### src/rtl/cp0_tlb_index_unit_if.sv
// Bus between the CP0 core and the TLB index unit.
// The unit itself sits on the slave side. The CP0 core, or the bench, drives the master side.
interface cp0_tlb_index_unit_if #(
  parameter int IDX_W = 4
);
  logic             stall;
  logic [31:0]      wired_in;
  logic             wired_we;
  logic             index_we;
  logic [31:0]      mtc_data;
  logic             tlbp_valid;
  logic             tlbp_hit;
  logic [IDX_W-1:0] tlbp_idx;
  logic             tlbwi;
  logic             tlbwr;
  logic [31:0]      index_q;
  logic [31:0]      random_q;
  logic             tlb_we;
  logic [IDX_W-1:0] tlb_widx;

  modport master (
    output stall, wired_in, wired_we, index_we, mtc_data,
           tlbp_valid, tlbp_hit, tlbp_idx, tlbwi, tlbwr,
    input  index_q, random_q, tlb_we, tlb_widx
  );

  modport slave (
    input  stall, wired_in, wired_we, index_we, mtc_data,
           tlbp_valid, tlbp_hit, tlbp_idx, tlbwi, tlbwr,
    output index_q, random_q, tlb_we, tlb_widx
  );
endinterface

### src/rtl/cp0_tlb_index_unit.sv
// CP0 TLB index unit.
// It holds the Random register, which counts down from the top entry to Wired and then wraps.
// It holds the Index register, which MTC0 and TLBP update.
// It produces a registered write strobe and entry number for TLBWI and TLBWR.
module cp0_tlb_index_unit #(
  parameter int TLB_ENTRIES = 16,
  parameter int IDX_W       = 4
) (
  input logic                 clk,
  input logic                 rst,
  cp0_tlb_index_unit_if.slave bus
);

  localparam logic [IDX_W-1:0] TOP_IDX = IDX_W'(TLB_ENTRIES - 1);
  localparam logic [IDX_W-1:0] ONE_IDX = IDX_W'(1);

  logic [IDX_W-1:0] wired_eff_s;
  logic [IDX_W-1:0] random_r;
  logic [IDX_W-1:0] random_s;
  logic [IDX_W-1:0] idx_r;
  logic [IDX_W-1:0] idx_s;
  logic             p_r;
  logic             p_s;
  logic             tlb_we_r;
  logic             tlb_we_s;
  logic [IDX_W-1:0] tlb_widx_r;
  logic [IDX_W-1:0] tlb_widx_s;
  logic             unused_bits_s;

  assign wired_eff_s   = bus.wired_in[IDX_W-1:0];
  assign unused_bits_s = ^{bus.wired_in[31:IDX_W], bus.mtc_data[31:IDX_W]};

  // Random next value.
  // A Wired write reloads the counter even while the pipeline is stalled.
  // A Wired value beyond the last entry pins the counter at the top.
  always_comb begin
    random_s = random_r;
    if (bus.wired_we) begin
      random_s = TOP_IDX;
    end else if (bus.stall) begin
      random_s = random_r;
    end else if (wired_eff_s > TOP_IDX) begin
      random_s = TOP_IDX;
    end else if (random_r <= wired_eff_s) begin
      random_s = TOP_IDX;
    end else begin
      random_s = random_r - ONE_IDX;
    end
  end

  // Index next value.
  // An MTC0 write takes precedence and drops a same-cycle TLBP result.
  // P is only ever set or cleared by TLBP.
  always_comb begin
    idx_s = idx_r;
    p_s   = p_r;
    if (bus.stall) begin
      idx_s = idx_r;
      p_s   = p_r;
    end else if (bus.index_we) begin
      idx_s = bus.mtc_data[IDX_W-1:0];
    end else if (bus.tlbp_valid) begin
      if (bus.tlbp_hit) begin
        p_s   = 1'b0;
        idx_s = bus.tlbp_idx;
      end else begin
        p_s   = 1'b1;
      end
    end else begin
      idx_s = idx_r;
      p_s   = p_r;
    end
  end

  // TLB write request.
  // The entry number comes from the pre-update Index or Random value, and TLBWI wins over TLBWR.
  always_comb begin
    tlb_we_s   = 1'b0;
    tlb_widx_s = tlb_widx_r;
    if (bus.stall) begin
      tlb_we_s = 1'b0;
    end else if (bus.tlbwi) begin
      tlb_we_s   = 1'b1;
      tlb_widx_s = idx_r;
    end else if (bus.tlbwr) begin
      tlb_we_s   = 1'b1;
      tlb_widx_s = random_r;
    end else begin
      tlb_we_s = 1'b0;
    end
  end

  // State registers, cleared asynchronously by rst.
  always_ff @(posedge clk or posedge rst) begin
    if (rst) begin
      random_r   <= TOP_IDX;
      idx_r      <= {IDX_W{1'b0}};
      p_r        <= 1'b0;
      tlb_we_r   <= 1'b0;
      tlb_widx_r <= {IDX_W{1'b0}};
    end else begin
      random_r   <= random_s;
      idx_r      <= idx_s;
      p_r        <= p_s;
      tlb_we_r   <= tlb_we_s;
      tlb_widx_r <= tlb_widx_s;
    end
  end

  assign bus.index_q  = {p_r, {(31 - IDX_W){1'b0}}, idx_r};
  assign bus.random_q = {{(32 - IDX_W){1'b0}}, random_r};
  assign bus.tlb_we   = tlb_we_r;
  assign bus.tlb_widx = tlb_widx_r;

endmodule

### src/flat_wrapper.sv
// flat-port wrapper written by rule: the top's interface ports become plain ports
module cp0_tlb_index_unit_flat 
#(
  parameter int TLB_ENTRIES = 16,
  parameter int IDX_W       = 4
)
  (clk, rst, bus_stall, bus_wired_in, bus_wired_we, bus_index_we, bus_mtc_data, bus_tlbp_valid, bus_tlbp_hit, bus_tlbp_idx, bus_tlbwi, bus_tlbwr, bus_index_q, bus_random_q, bus_tlb_we, bus_tlb_widx);
  cp0_tlb_index_unit_if #(.IDX_W(IDX_W)) bus_i ();
  input logic clk;
  input logic rst;
  input wire logic [$bits(bus_i.stall)-1:0] bus_stall;
  input wire logic [$bits(bus_i.wired_in)-1:0] bus_wired_in;
  input wire logic [$bits(bus_i.wired_we)-1:0] bus_wired_we;
  input wire logic [$bits(bus_i.index_we)-1:0] bus_index_we;
  input wire logic [$bits(bus_i.mtc_data)-1:0] bus_mtc_data;
  input wire logic [$bits(bus_i.tlbp_valid)-1:0] bus_tlbp_valid;
  input wire logic [$bits(bus_i.tlbp_hit)-1:0] bus_tlbp_hit;
  input wire logic [$bits(bus_i.tlbp_idx)-1:0] bus_tlbp_idx;
  input wire logic [$bits(bus_i.tlbwi)-1:0] bus_tlbwi;
  input wire logic [$bits(bus_i.tlbwr)-1:0] bus_tlbwr;
  output wire logic [$bits(bus_i.index_q)-1:0] bus_index_q;
  output wire logic [$bits(bus_i.random_q)-1:0] bus_random_q;
  output wire logic [$bits(bus_i.tlb_we)-1:0] bus_tlb_we;
  output wire logic [$bits(bus_i.tlb_widx)-1:0] bus_tlb_widx;
  assign bus_i.stall = bus_stall;
  assign bus_i.wired_in = bus_wired_in;
  assign bus_i.wired_we = bus_wired_we;
  assign bus_i.index_we = bus_index_we;
  assign bus_i.mtc_data = bus_mtc_data;
  assign bus_i.tlbp_valid = bus_tlbp_valid;
  assign bus_i.tlbp_hit = bus_tlbp_hit;
  assign bus_i.tlbp_idx = bus_tlbp_idx;
  assign bus_i.tlbwi = bus_tlbwi;
  assign bus_i.tlbwr = bus_tlbwr;
  assign bus_index_q = bus_i.index_q;
  assign bus_random_q = bus_i.random_q;
  assign bus_tlb_we = bus_i.tlb_we;
  assign bus_tlb_widx = bus_i.tlb_widx;
  cp0_tlb_index_unit #(.TLB_ENTRIES(TLB_ENTRIES), .IDX_W(IDX_W)) u_core (.clk(clk), .rst(rst), .bus(bus_i));
endmodule
### config.mk
export PLATFORM = sky130hd
export DESIGN_NAME = cp0_tlb_index_unit_flat
export DESIGN_NICKNAME = d
export VERILOG_FILES = /design/src/rtl/cp0_tlb_index_unit_if.sv /design/src/rtl/cp0_tlb_index_unit.sv /design/src/flat_wrapper.sv
export SDC_FILE = /design/constraint.sdc
export NUM_CORES = 1
export LEC_CHECK = 0
export CORE_UTILIZATION = 27
export DETAILED_ROUTE_END_ITERATION = 8
export PLACE_DENSITY_LB_ADDON = 0.12
export SLEW_MARGIN = 20
export SYNTH_ARGS = -nofsm -noshare
export SYNTH_HDL_FRONTEND = slang
export SYNTH_SLANG_ARGS = --single-unit
### constraint.sdc
create_clock -name clk -period 2.07 [get_ports clk]
set_clock_uncertainty 0.15 [all_clocks]
set_input_delay 0.3105 -clock clk [delete_from_list [all_inputs] [get_ports clk]]
set_output_delay 0.3105 -clock clk [all_outputs]
set_load 0.1 [all_outputs]
==> flow_summary.json <==
{
  "outcome": "completed",
  "synth_edf_count": 0,
  "ys_top_cells_by_count": "buf_4, a21oi_1, dfrtp_1, nor2_1",
  "layoutNonFillerInstCount": 226,
  "ctsRootBufferMaster": "clkbuf_8",
  "fin_util_pct": 34.1,
  "fillerInstances": 462,
  "synth_seq_cells": 14,
  "num_vias": 841,
  "arrival_ns": 1.94,
  "grt_antenna_before_repair": 0,
  "hold_viol": 0,
  "synth_top_family_by_area": "buffers and inverters",
  "layout_setup_ws_ns": 0.150,
  "path_max_fanout": 6,
  "postCtsHoldBufs": 0,
  "gp_congestion": 0.706,
  "drcViolationCount": 0,
  "avgSynthCellArea_um2": 8.84,
  "avgViaCountPerCell": 3.72,
  "numPortBuffers": 34,
  "p_per_area_mw_per_mm2": 979,
  "timing.rr.start": "u_core.random_r[0]$_DFFE_PP1P_",
  "wl_met3_um": 199,
  "path_clk_slew_ns": 0.06,
  "leakagePower_nw": 0.758,
  "yosys_warnings": 0,
  "place_inst": 222,
  "start_util_pct": 28.2,
  "routedWlPerCell_um": 9.58,
  "grt_pass1_vias": 684,
  "gr-usage-all-layers_pct": 8.75,
  "rrSetupSlack_ns": 0.15,
  "crit_type": "flip-flop to flip-flop",
  "coreArea_mm2": 0.00435,
  "crit_start": "u_core.random_r[0]$_DFFE_PP1P_",
  "synth_cells": 139,
  "cp-end-kind": "flip-flop",
  "slew_violations": 0,
  "worst_r2r_path_depth": 5,
  "maxCapViolCount": 0,
  "synth_top_area_share_pct": 34.8,
  "ir_drop_uv": 283,
  "numCtsBuffers": 3,
  "grt_max_degree": 15,
  "synth_fa_ha_area_share_pct": 5.09,
  "met2WireLength_um": 992,
  "finalSetupTns_ns": 0,
  "grt-ovfl-total": 0,
  "wirelength_mm": 2.17,
  "multiInputGateArea_um2": 613,
  "r2r_end": "u_core.random_r[1]$_DFFE_PP1P_",
  "die-area_mm2": 0.00482,
  "finalPower_mw": 1.45,
  "clkSinkCount": 14,
  "finalCritPeriodShare_pct": 92.8,
  "m1WireLength_um": 964,
  "cts_tree": "yes",
  "synthSimpleGateAreaFrac_pct": 9.16,
  "fp.dieW_um": 69.5,
  "dr.pass1.iters": 4,
  "min_path_type": "input pin to async pin",
  "clockBufferDepth": 2,
  "rsz0062_at_grt": "no",
  "num_rows": 24,
  "cts_resized": 0,
  "postCtsSetupRepairBufs": 0,
  "synth-xor-area-share_pct": 0,
  "top_layer": "met4",
  "synthMuxAreaShare_pct": 6.52,
  "setup_viol": 0,
  "dp_slack_ns": 0.0484,
  "yosysTopAreaCell": "buf_4",
  "grt_pass1_wl_mm": 3.27,
  "synth.distinct_cells": 24,
  "clk_latency_ns": 0.24,
  "die_h_um": 69.5,
  "syn-cell-area_mm2": 0.00123,
  "antenna_left": 0,
  "fmax_ghz": 0.521,
  "dp_hpwl_mm": 1.79,
  "num_io_pins": 146,
  "yosys-top-cells-area": "buf_4, dfrtp_1, dfstp_2",
  "timing.final.crit_period_ns": 1.92,
  "first_iter_violations": 33,
  "drive_above_1_share_pct": 17.2,
  "cp-start-kind": "flip-flop",
  "endpoint": "u_core.random_r[1]$_DFFE_PP1P_",
  "layout.nets": 257,
  "synth.most_common_cell": "buf_4",
  "tightestPinTransition_ns": 0.549,
  "num_antenna_cells": 0,
  "synth_seq_area_share_pct": 28.9,
  "synth-compound-area-share_pct": 12.3,
  "synthArstFlopShare_pct": 100,
  "seq_area_um2": 359,
  "crit_required_ns": 2.09,
  "slew_headroom_pct": 63.3,
  "synth_flop_cell": "dfrtp_1",
  "htree_num_levels": 1,
  "area_growth_pct": 20.9
}
[how the worst min path moves through the flow]
stage,start,to,slack [ns]
finish,rst,u_core.bus.tlb_widx[1]$_DFFE_PP0P_,0.27
global route,rst,u_core.bus.tlb_widx[1]$_DFFE_PP0P_,0.30
CTS,rst,u_core.bus.tlb_widx[2]$_DFFE_PP0P_,0.28
detailed placement,u_core.bus.tlb_widx[0]$_DFFE_PP0P_,u_core.bus.tlb_widx[0]$_DFFE_PP0P_,0.32
global placement,u_core.bus.tlb_widx[3]$_DFFE_PP0P_,u_core.bus.tlb_widx[3]$_DFFE_PP0P_,0.32
floorplan,rst,u_core.bus.tlb_we$_DFF_PP0_,0.05
[logic make-up (layout without fill, tap and decap cells)]
| kind of cell | count (synthesis) | count (layout) |
|---|---|---|
| muxes | 8 | 8 |
| buffers and inverters | 66 | 47 |
| adders and majority gates | 5 | 5 |
| other | 1 | 55 |
| AOI/OAI and AO/OA | 22 | 22 |
| DFF | 14 | 14 |
| and+or+nand+nor | 23 | 23 |
[cell type report]
| type | instances | area share, % |
|---|---|---|
| sequential | 14 | 24.2 |
| inverter | 8 | 2.02 |
| timing repair buffer | 35 | 24.4 |
| tap | 52 | 4.38 |
| clock buffer | 4 | 3.71 |
| multi-input combinational | 113 | 41.3 |
[cells in the final DEF (no fill, tap or decap), types with 2 or more instances in the layout]
| cell | count |
|---|---|
| a211oi_2 | 2 |
| a21oi_1 | 11 |
| buf_12 | 4 |
| buf_4 | 11 |
| clkbuf_8 | 4 |
| clkdlybuf4s50_1 | 20 |
| conb_1 | 55 |
| dfrtp_1 | 10 |
| dfstp_2 | 3 |
| ha_1 | 5 |
| inv_1 | 8 |
| mux2i_1 | 8 |
| nand2_1 | 5 |
| nand4_1 | 2 |
| nor2_1 | 10 |
| nor3_1 | 2 |
| o21ai_0 | 4 |
[sequential cells by signal (all words and copies together), names as in the netlist]
name	cells
u_core.idx_r	4
u_core.random_r	4
u_core.p_r	1
u_core.bus.tlb_widx	4
u_core.bus.tlb_we	1
[critical path, cell delays in order (launching register included)]
cell	delay, ns
dfstp_4	0.65
inv_1	0.07
ha_1	0.31
a41oi_2	0.27
a21boi_1	0.27
a31oi_1	0.11
[per-stage QoR]
step	hold WS (ns)	instance area, um2
2_1_floorplan	0.0469	1440
3_3_place_gp	0.318	1430
3_5_place_dp	0.325	1430
4_1_cts	0.276	1490
5_1_grt	0.301	1490
6_report	0.268	1490
[report_power, final]
group          total [mW]  switching (mW)  internal (mW)
logic               0.857           0.739          0.118
clock network       0.262          0.0936          0.168
registers           0.335          0.0263          0.309
[routing by layer]
| metal | vias to the layer above | track usage (%) |
|---|---|---|
| met5 | - | 0 |
| met4 | 0 | 2.72 |
| met3 | 2 | 3.78 |
| met2 | 54 | 13.6 |
| met1 | 369 | 10.9 |
| li1 | 416 | - |
No activity file was read; power rests on OpenSTA's default activity.
